==> src/rtl/round_sequencer.sv <==
// round_sequencer: round/cycle sequencer for the shared AES/Keccak datapath.
// Mode-selectable round count, configurable cycles per round, start/busy/done
// handshake, stall, abort and first/last-round flags.
// Optional feature macro: ROUND_SEQ_PERF_EN adds o_cycle_cnt / o_stall_cnt.
module round_sequencer #(
    parameter int RND_W              = 5,
    parameter int CYC_W              = 2,
    parameter int AES128_ROUNDS      = 10,
    parameter int AES256_ROUNDS      = 14,
    parameter int KECCAK_ROUNDS      = 24,
    parameter int AES_CYC_PER_RND    = 2,
    parameter int KECCAK_CYC_PER_RND = 1
) (
    input  logic             i_clk,
    input  logic             i_reset,
    input  logic             i_start,
    input  logic [1:0]       i_mode,
    input  logic             i_stall,
    input  logic             i_abort,
    output logic             o_busy,
    output logic [1:0]       o_mode,
    output logic [RND_W-1:0] o_round,
    output logic             o_round_valid,
    output logic             o_first,
    output logic             o_last,
    output logic             o_done
`ifdef ROUND_SEQ_PERF_EN
    ,
    output logic [15:0]      o_cycle_cnt,
    output logic [15:0]      o_stall_cnt
`endif
);

    typedef enum logic [1:0] {
        S_IDLE = 2'd0,
        S_RUN  = 2'd1,
        S_DONE = 2'd2
    } state_t;

    localparam logic [RND_W-1:0] N_AES128 = RND_W'(AES128_ROUNDS);
    localparam logic [RND_W-1:0] N_AES256 = RND_W'(AES256_ROUNDS);
    localparam logic [RND_W-1:0] N_KECCAK = RND_W'(KECCAK_ROUNDS);
    localparam logic [CYC_W-1:0] CMAX_AES = CYC_W'(AES_CYC_PER_RND - 1);
    localparam logic [CYC_W-1:0] CMAX_KEC = CYC_W'(KECCAK_CYC_PER_RND - 1);

    // Round count for a latched mode (reserved mode never gets latched).
    function automatic logic [RND_W-1:0] rounds_of(input logic [1:0] mode);
        logic [RND_W-1:0] n;
        case (mode)
            2'b00:   n = N_AES128;
            2'b01:   n = N_AES256;
            2'b10:   n = N_KECCAK;
            default: n = N_AES128;
        endcase
        return n;
    endfunction

    // Last intra-round cycle index (C-1) for a latched mode.
    function automatic logic [CYC_W-1:0] cmax_of(input logic [1:0] mode);
        logic [CYC_W-1:0] c;
        case (mode)
            2'b10:   c = CMAX_KEC;
            default: c = CMAX_AES;
        endcase
        return c;
    endfunction

    state_t           state_q, state_d;
    logic [RND_W-1:0] round_q, round_d;
    logic [CYC_W-1:0] cnt_q, cnt_d;
    logic [1:0]       mode_q, mode_d;
    logic             valid_q, valid_d;

    logic [RND_W-1:0] n_s;
    logic [RND_W-1:0] last_idx_s;
    logic [RND_W-1:0] round_inc_s;
    logic             start_ok_s;
    logic             start_accept_s;

    assign n_s         = rounds_of(mode_q);
    assign last_idx_s  = n_s - RND_W'(1);
    assign round_inc_s = round_q + RND_W'(1);
    assign start_ok_s  = i_start && (i_mode != 2'b11);

    // Next-state, round/cycle counters and round-valid pulse; abort > stall > advance.
    always_comb begin
        state_d        = state_q;
        round_d        = round_q;
        cnt_d          = cnt_q;
        mode_d         = mode_q;
        valid_d        = 1'b0;
        start_accept_s = 1'b0;
        case (state_q)
            S_IDLE: begin
                if (start_ok_s) begin
                    state_d        = S_RUN;
                    round_d        = '0;
                    cnt_d          = '0;
                    mode_d         = i_mode;
                    start_accept_s = 1'b1;
                end else begin
                    state_d = S_IDLE;
                end
            end
            S_RUN: begin
                if (i_abort) begin
                    state_d = S_IDLE;
                    round_d = '0;
                    cnt_d   = '0;
                end else if (i_stall) begin
                    state_d = S_RUN;
                end else if (cnt_q == cmax_of(mode_q)) begin
                    cnt_d   = '0;
                    round_d = round_inc_s;
                    valid_d = 1'b1;
                    if (round_inc_s == n_s) begin
                        state_d = S_DONE;
                    end else begin
                        state_d = S_RUN;
                    end
                end else begin
                    cnt_d = cnt_q + CYC_W'(1);
                end
            end
            S_DONE: begin
                round_d = '0;
                cnt_d   = '0;
                if (i_abort) begin
                    state_d = S_IDLE;
                end else if (start_ok_s) begin
                    state_d        = S_RUN;
                    mode_d         = i_mode;
                    start_accept_s = 1'b1;
                end else begin
                    state_d = S_IDLE;
                end
            end
            default: begin
                state_d = S_IDLE;
                round_d = '0;
                cnt_d   = '0;
            end
        endcase
    end

    // Sequencer state registers.
    always_ff @(posedge i_clk or negedge i_reset) begin
        if (!i_reset) begin
            state_q <= S_IDLE;
            round_q <= '0;
            cnt_q   <= '0;
            mode_q  <= 2'b00;
            valid_q <= 1'b0;
        end else begin
            state_q <= state_d;
            round_q <= round_d;
            cnt_q   <= cnt_d;
            mode_q  <= mode_d;
            valid_q <= valid_d;
        end
    end

    assign o_busy        = (state_q == S_RUN);
    assign o_done        = (state_q == S_DONE);
    assign o_mode        = mode_q;
    assign o_round       = round_q;
    assign o_round_valid = valid_q;
    assign o_first       = o_busy && (round_q == '0);
    assign o_last        = o_busy && (round_q == last_idx_s);

`ifdef ROUND_SEQ_PERF_EN
    logic [15:0] cyc_q, cyc_d;
    logic [15:0] stl_q, stl_d;

    // Saturating RUN-cycle and stall-cycle counters, cleared by an accepted start.
    always_comb begin
        cyc_d = cyc_q;
        stl_d = stl_q;
        if (start_accept_s) begin
            cyc_d = 16'd0;
            stl_d = 16'd0;
        end else if (state_q == S_RUN) begin
            if (cyc_q != 16'hFFFF) begin
                cyc_d = cyc_q + 16'd1;
            end else begin
                cyc_d = cyc_q;
            end
            if (!i_abort && i_stall && (stl_q != 16'hFFFF)) begin
                stl_d = stl_q + 16'd1;
            end else begin
                stl_d = stl_q;
            end
        end else begin
            cyc_d = cyc_q;
            stl_d = stl_q;
        end
    end

    // Performance counter registers.
    always_ff @(posedge i_clk or negedge i_reset) begin
        if (!i_reset) begin
            cyc_q <= 16'd0;
            stl_q <= 16'd0;
        end else begin
            cyc_q <= cyc_d;
            stl_q <= stl_d;
        end
    end

    assign o_cycle_cnt = cyc_q;
    assign o_stall_cnt = stl_q;
`endif

endmodule

==> config.mk <==
export PLATFORM = sky130hd
export DESIGN_NAME = round_sequencer
export DESIGN_NICKNAME = d
export VERILOG_FILES = /design/src/rtl/round_sequencer.sv
export SDC_FILE = /design/constraint.sdc
export NUM_CORES = 1
export LEC_CHECK = 0
export BUFFER_PORTS_ARGS = -buffer_cell sky130_fd_sc_hd__buf_2
export CAP_MARGIN = 0
export CELL_PAD_IN_SITES_DETAIL_PLACEMENT = 2
export CELL_PAD_IN_SITES_GLOBAL_PLACEMENT = 2
export CORE_MARGIN = 5
export CORE_UTILIZATION = 34
export DETAILED_ROUTE_END_ITERATION = 8
export MAX_ROUTING_LAYER = met4
export PLACE_DENSITY = 0.93
export SYNTH_ARGS = -nofsm -noshare
export SYNTH_HDL_FRONTEND = slang
export SYNTH_SLANG_ARGS = --single-unit
==> constraint.sdc <==
create_clock -name i_clk -period 3.2 [get_ports i_clk]
set_input_delay 0.64 -clock i_clk [delete_from_list [all_inputs] [get_ports i_clk]]
set_output_delay 0.64 -clock i_clk [all_outputs]
set_load 0.005 [all_outputs]
# == After elaboration in Yosys (flattened, before gate mapping) ==
# Cells that the tools add are included.
# word_totals
register_bits,12
input_bits,7
output_inout_bits,12
word_cells,59
# op_classes
add_sub_neg,3
eq_ne,13
muxes,29
reduce_logical,9
# op_table
op,count
2-bit 2-to-1 mux,14
5-bit 2-to-1 mux,4
5-bit case mux with 2 select lines,2
5-bit equality test,2
2-bit case mux with 2 select lines,2
1-bit 2-to-1 mux,6
2-bit != test (second input constant),3
2-bit case mux with 3 select lines,1
5-bit by 1-bit adder with 5-bit output (second input constant),1
5-bit zero test,1
5-bit by 1-bit subtractor with 5-bit output (second input constant),1
2-bit by 1-bit equality test with 1-bit output (second input constant),2
2-bit equality test (second input constant),2
4-bit by 3-bit != test with 1-bit output (second input constant),1
2-bit AND reduction,2
1-bit logical AND,3
3-bit by 2-bit != test with 1-bit output (second input constant),1
3-bit != test (second input constant),1
3-bit AND reduction,1
2-bit by 1-bit adder with 2-bit output (second input constant),1
2-bit equality test,1
2-bit zero test,1
2-bit nonzero test,1

# == Depth between registers and ports, before layout ==
# Gate-level depths: netlist of run 1.
# depth
word_depth,10
mapped_depth,7
ltp_nobuf,6

# == Least setup slack after synthesis of run 1 ==
# OpenSTA, ideal clock, no wires.
# synth_path
kind,reg-to-output
from,"register mode_q[0], in the netlist o_mode[0]"
to,output o_last
arrival_ns,1.307
slack_ns,1.253
path_stages_with_launch,5
path_buffers,0
path_cell_list,dfrtp_1 -> inv_1 -> ha_1 -> xnor2_1 -> a2111oi_0
# synth_via
elab_chain_cells,5
# synth_lines
item,line,rtl
from (decl),71,"logic [1:0] mode_q, mode_d;"
from (signal assigned),158,mode_q <= mode_d;
2-bit equality test / 2-bit by 1-bit equality test with 1-bit output (equally long branches),49,case (mode)
5-bit case mux with 2 select lines *,49,
5-bit by 1-bit subtractor with 5-bit output *,81,assign last_idx_s = n_s - RND_W'(1);
5-bit equality test *,169,assign o_last = o_busy && (round_q == last_idx_s);
1-bit logical AND *,169,
to (decl),25,"output logic o_last,"
# Every way passes the cells marked *; elsewhere a longest branch is shown, timed or not.

# == Worst setup path in the final report of run 1 ==
# Same ends and word-level chain as after synthesis.

==> impl_metrics.tcl, run 1 <==
set metrics [dict create \
    min_path_type "input pin to async pin" \
    synth_xor_xnor_area_share_pct 4.18 \
    outcome "finished, final reports clean" \
    final_common_cell "sky130_fd_sc_hd__buf_2" \
    numPortBuffers 18 \
    synthDistinctLibCells 35 \
    route.top_layer_used "met4" \
    ys_seq_elements 12 \
    number_of_antenna_violations_at_the_first_check_in_global_routing 0 \
    power.total_uw 421 \
    synth_top_family_by_area "simple AND/OR/NAND/NOR gates" \
    synth_top_cell_area_share_pct 35.8 \
    nets 120 \
    critPathLaunchType "flip-flop" \
    floorplan.rows 18 \
    design.core.area_um2 2410 \
    hold_buffers 0 \
    overflow_left_after_global_routing 0 \
    crit_path_end_kind "output pin" \
    maximum_number_of_pins_on_one_net_before_global_route_repair 13 \
    antenna_cells_inserted 0 \
    reg2regPathDepth 6 \
    fraction_of_registers_with_async_set_reset_pct 100 \
    clock_tree.root_cell "sky130_fd_sc_hd__clkbuf_4" \
    fmax_mhz 410 \
    synthFlopType "sky130_fd_sc_hd__dfrtp_1" \
    leakagePower_uw 0.000460 \
    die_area_um2 3560 \
    initialDrtViolationCount 11 \
    timing.setup.critical_path_class "flip-flop to output pin" \
    h-tree-depth 1 \
    synth_warnings 0 \
    met1Wirelength_um 1090 \
    power_per_cell_area_nw_per_um2 442 \
    worst_path_dominant_cell_family "flip-flops" \
    ctsLongestPathBuffers 2 \
    critPathBufInv 2 \
    grt_pass1_vias 873 \
    synth_cells 90 \
    ys_top_cells_by_area "sky130_fd_sc_hd__dfrtp_1, sky130_fd_sc_hd__ha_1, sky130_fd_sc_hd__o21ai_0" \
    clkLatencyLatePin_ns 0.28 \
    dr.pass1.iters 4 \
    cpMaxStageDelayCell "sky130_fd_sc_hd__dfrtp_1" \
    synth-edff-count 0 \
    skew_ns 0.0102 \
    yosys.area_share.adder_pct 7.46 \
    crit_path_max_fanout 6 \
    synth.net_count 102 \
    regToRegEndpoint "state_q[0]" \
    post-cts-setup-buffer-count 0 \
    yosys-mux-area-fraction_pct 7.46 \
    timing.final.hold_violations 0 \
    viasPerCell 5.71 \
    setup.reg_to_reg.worst_slack_ns 1.27 \
    slew-limit-headroom_pct 66.8 \
    regToRegStartpoint "o_round[0]" \
    grt_first_pass_wirelength_um 4320 \
    timing_worst_slew_pin_value_ns 0.497 \
    synthDominantAreaCellType "sky130_fd_sc_hd__dfrtp_1" \
    wl_met3_um 114 \
    cp_cell_sequence "inv_1, ha_1, nor2_1, nand3_1, a2111oi_0, buf_2" \
    irDropWorstVdd_v 0.000269 \
    post-dp-hpwl_um 2030 \
    clock_sinks 12 \
    post_cts_resize_count 0 \
    finalWorstPathRequiredPeriod_ns 2.44 \
    fin_crit_sh_pct 76.3 \
    setup-violations-final 0 \
    worst_ep_arrival_time_ns 1.80 \
    synth_compound_area_share_pct 15.7 \
    mappedNetlistArea_um2 838 \
    routed-via-count 777 \
    die_h_um 59.7 \
    final_cell_mix "sky130_fd_sc_hd__buf_2, sky130_fd_sc_hd__dfrtp_1, sky130_fd_sc_hd__o21ai_0" \
    gpl.final_weighted_congestion 0.810 \
    wl_met2_um 1290 \
    syn_avg_cell_area_um2 9.31 \
    fp.dieW_um 59.7 \
    num_cts_buffers 3 \
    tritoncts "yes" \
    io-pin-count 19 \
    gr-usage-all-layers_pct 16.8 \
    synth-simple-area-share_pct 23.0 \
    rsz0062_at_grt "no" \
    routed_wire_length_per_instance_um 19.1 \
    start_util_pct 34.8 \
    timing.final.max_slew_violations 0 \
    synth.yosys.seq_area_share_pct 35.8 \
    synthToLayoutAreaGrowth_pct 13.7 \
    post_route_cells_drive_above_1_share_pct 24.5 \
    drcViolationCount 0 \
    maxCapViolations 0 \
    final.setup.tns_ns 0 \
    worst_path_largest_cell_delay_ns 0.41 \
    drtAntennaViolNets 0 \
    routed_wirelength_um 2600 \
    worst_ep_required_time_ns 2.56 \
    worst_setup_hold_path_clk_slew_ns 0.08 \
]
## state kept, by name, summed over array words and instances (netlist names)
signal and flops:
o_mode 2, cnt_q 2, o_round_valid 1, state_q 2, o_round 5
## layout make-up
cell class,count,area (µm²)
fill,264,1460
multi-input combinational,68,484
sequential,12,300
timing repair buffer,18,90.1
tap,30,37.5
clock buffer,3,22.5
inverter,5,18.8
## where the power goes
part	internal [µW]	switching (µW)
Sequential	167	19.0
Clock	43.6	52.5
Combinational	58.5	80.8
## cells in the mapped netlist, types with 2 or more instances
| cell | instances |
|---|---|
| sky130_fd_sc_hd__nand3b_1 | 2 |
| sky130_fd_sc_hd__xnor2_1 | 2 |
| sky130_fd_sc_hd__nand2b_1 | 2 |
| sky130_fd_sc_hd__nor3b_1 | 2 |
| sky130_fd_sc_hd__mux2i_1 | 4 |
| sky130_fd_sc_hd__and3b_1 | 3 |
| sky130_fd_sc_hd__xor2_1 | 2 |
| sky130_fd_sc_hd__clkbuf_1 | 2 |
| sky130_fd_sc_hd__a31oi_1 | 3 |
| sky130_fd_sc_hd__inv_1 | 5 |
| sky130_fd_sc_hd__dfrtp_1 | 12 |
| sky130_fd_sc_hd__mux2_2 | 2 |
| sky130_fd_sc_hd__a21oi_1 | 4 |
| sky130_fd_sc_hd__o21ai_0 | 9 |
| sky130_fd_sc_hd__buf_6 | 2 |
| sky130_fd_sc_hd__nand2_1 | 6 |
| sky130_fd_sc_hd__and3_1 | 2 |
| sky130_fd_sc_hd__nor2_1 | 4 |
| sky130_fd_sc_hd__ha_1 | 5 |
| sky130_fd_sc_hd__nand3_1 | 2 |
## per-stage QoR
stage	hold WS [ns]	utilization, %	setup slack (ns)	instances	instance area [µm²]
after floorplan	0.344	-	1.25	90	838
after global placement	0.463	38.6	1.20	133	931
after detailed placement	0.482	38.6	1.08	133	931
after CTS	0.237	39.6	0.755	136	953
after global routing	0.244	39.6	0.598	136	953
final	0.228	39.6	0.758	136	953
## cells by family (layout without fill, tap and decap cells)
| logic type | Yosys count | count (layout) |
|---|---|---|
| adders and majority gates | 5 | 5 |
| xor gates and xnor gates | 4 | 4 |
| muxes | 6 | 6 |
| and+or+nand+nor | 32 | 32 |
| buffers and inverters | 10 | 26 |
| AOI/OAI and AO/OA | 21 | 21 |
| DFF | 12 | 12 |
## per-layer routing
layer	vias up	track usage, %
li1	354	-
met1	386	19.5
met2	25	27.9
met3	12	4.54
met4	0	5.38
met5	-	-
## worst reg2reg max path, stage by stage (launching register included)
cell and delay (ns):
sky130_fd_sc_hd__dfrtp_1 0.47, sky130_fd_sc_hd__inv_1 0.13, sky130_fd_sc_hd__ha_1 0.37, sky130_fd_sc_hd__nor3b_1 0.24, sky130_fd_sc_hd__mux2i_1 0.16, sky130_fd_sc_hd__a221oi_1 0.31
sky130_fd_sc_hd__o21ai_0 0.13
## worst max-delay path by stage
| stage | startpoint | end | cells past startpoint |
|---|---|---|---|
| floorplan | o_mode[0] | o_last | 4 |
| global route | o_mode[0] | o_last | 6 |
| CTS | o_mode[0] | o_last | 6 |
| finish | o_mode[0] | o_last | 6 |
| detailed placement | o_mode[0] | o_last | 6 |
| global placement | i_abort | state_q[1] | 5 |
No activity file was read; power rests on OpenSTA's default activity.
==> inputs of run 2 (changes only) <==
CORE_UTILIZATION = 28   (was 34)
PLACE_DENSITY = 0.84   (was 0.93)
clock period = 2.2 ns   (was 3.2 ns; I/O delays follow)
==> run 2 against run 1 <==
Net effect:
- utilization shrank 4.3 points
- final cell count grew 2.2%
- final area up 3.8%
- critical path depth down 1
- die area is 18% higher
- critical path type unchanged
- clock-buffer cell count unchanged
- clock skew down 0.0092 ns
- first-iteration DRC count increased by 82%
- sequential share of layout area down 1.0 points
==> impl_metrics.tcl, run 2 (synthesis results as in run 1) <==
set metrics [dict create \
    outcome "finished, final reports clean" \
    floorplan.rows 19 \
    crit_start "o_mode[0]" \
    rsz0062_at_grt "no" \
    gr-usage-all-layers_pct 13.6 \
    start_util_pct 29.9 \
    final_cell_mix "sky130_fd_sc_hd__buf_2, sky130_fd_sc_hd__dfrtp_1, sky130_fd_sc_hd__o21ai_0" \
    timing.final.max_slew_violations 0 \
    timing_worst_slew_pin_value_ns 0.474 \
    worst_ep_arrival_time_ns 1.63 \
    number_of_antenna_violations_at_the_first_check_in_global_routing 0 \
    cpMaxStageDelayCell "sky130_fd_sc_hd__dfrtp_1" \
    grt_first_pass_wirelength_um 4250 \
    finalWorstPathRequiredPeriod_ns 2.07 \
    io-pin-count 19 \
    cp_cell_sequence "inv_2, ha_4, nand4b_1, a2111oi_2, buf_2" \
    timing.setup.critical_path_class "flip-flop to output pin" \
    maximum_number_of_pins_on_one_net_before_global_route_repair 13 \
    setup.reg_to_reg.worst_slack_ns 0.19 \
    fp.dieW_um 64.7 \
    worst_path_largest_cell_delay_ns 0.42 \
    design.core.area_um2 2810 \
    ctsLongestPathBuffers 2 \
    slew-limit-headroom_pct 68.2 \
    tritoncts "yes" \
    fin_crit_sh_pct 93.9 \
    drtAntennaViolNets 0 \
    grt_pass1_vias 851 \
    final_common_cell "sky130_fd_sc_hd__buf_2" \
    h-tree-depth 1 \
    power_per_cell_area_nw_per_um2 640 \
    routed-via-count 748 \
    post-dp-hpwl_um 1960 \
    reg2regPathDepth 6 \
    dr.pass1.iters 4 \
    die_area_um2 4190 \
    worst_setup_hold_path_clk_slew_ns 0.08 \
    fmax_mhz 484 \
    overflow_left_after_global_routing 0 \
    worst_ep_required_time_ns 1.76 \
    irDropWorstVdd_v 0.000373 \
    num_cts_buffers 3 \
    regToRegEndpoint "state_q[0]" \
    num-fill-cells 322 \
    power.total_uw 634 \
    largest_register_ff_count 5 \
    leakagePower_uw 0.000467 \
    clock_sinks 12 \
    nets 122 \
    synthToLayoutAreaGrowth_pct 18.1 \
    setup-violations-final 0 \
    clkLatencyLatePin_ns 0.27 \
    viasPerCell 5.38 \
    numPortBuffers 18 \
    min_path_type "input pin to async pin" \
    routed_wire_length_per_instance_um 18.2 \
    clock_tree.root_cell "sky130_fd_sc_hd__clkbuf_4" \
    drcViolationCount 0 \
    initialDrtViolationCount 20 \
    crit_path_max_fanout 6 \
    routed_wirelength_um 2540 \
    gpl.final_weighted_congestion 0.736 \
    critPathLaunchType "flip-flop" \
    post_route_cells_drive_above_1_share_pct 29.6 \
    crit_path_end_kind "output pin" \
    worst_setup_path_endpoint "o_last" \
    die_h_um 64.7 \
    final.setup.tns_ns 0 \
    timing.final.hold_violations 0 \
    hold_buffers 0 \
    skew_ns 0.000981 \
    maxCapViolations 0 \
    regToRegStartpoint "o_round[0]" \
    antenna_cells_inserted 0 \
]
-- run 2: routing by layer --
metal	global-route usage (%)	share of wire, %	vias to the layer above
li1	-	-	357
met1	16.0	44	375
met3	3.63	3.5	2
met5	-	0	-
met2	22.9	52	14
met4	3.96	0.55	0
-- run 2: area by class of cell --
type                    count  area, µm²  area share (%)
repair buffers             20        105            10.6
inverters                   5       18.8            1.90
well taps                  31       38.8            3.92
multi-input cells          68        503            50.8
flip-flops and latches     12        302            30.5
clock buffers               3       22.5            2.28
-- run 2: worst max-delay path, delay by kind of cell, from the launching register on --
kind	cells	cell delay (ns)
flops	1	0.42
compound gates	1	0.37
buf+inv	2	0.27
fa+ha+maj	1	0.16
simple gates	1	0.13
-- run 2: how the worst min path moves through the flow --
stage	startpoint	endpoint	slack, ns	cells past startpoint
after floorplan	i_reset	cnt_q[0]	0.14	0
after detailed placement	i_reset	o_round[3]	0.34	1
after global routing	i_reset	o_round[0]	0.04	1
final	i_reset	o_round_valid	0.04	1
after global placement	i_reset	o_round_valid	0.33	1
after CTS	i_reset	o_round[0]	0.04	1
-- run 2: timing repair --
action	4_1_cts	5_1_grt
pin swaps	0	1
resized for setup	3	3
setup endpoints to repair	1	1
setup buffers	0	1
-- run 2: power by group --
part / internal, µW / total, µW / leakage, µW / switching (µW)
logic: 97.7 / 221 / 0.000295 / 123
registers: 243 / 274 / 0.000158 / 30.7
clock network: 63.4 / 139 / 0.0000138 / 75.5
-- run 2: per-stage QoR --
| stage | cell area (µm²) | instances | setup WS, ns | hold WS (ns) | utilization, % |
|---|---|---|---|---|---|
| 4_1_cts | 971 | 138 | 0.00550 | 0.0438 | 34.6 |
| 3_5_place_dp | 940 | 135 | 0.233 | 0.341 | 33.5 |
| 3_3_place_gp | 940 | 135 | 0.352 | 0.334 | 33.5 |
| 5_1_grt | 990 | 139 | 0.00949 | 0.0376 | 35.3 |
| 2_1_floorplan | 838 | 90 | 0.453 | 0.144 | - |
| 6_report | 990 | 139 | 0.134 | 0.0385 | 35.3 |
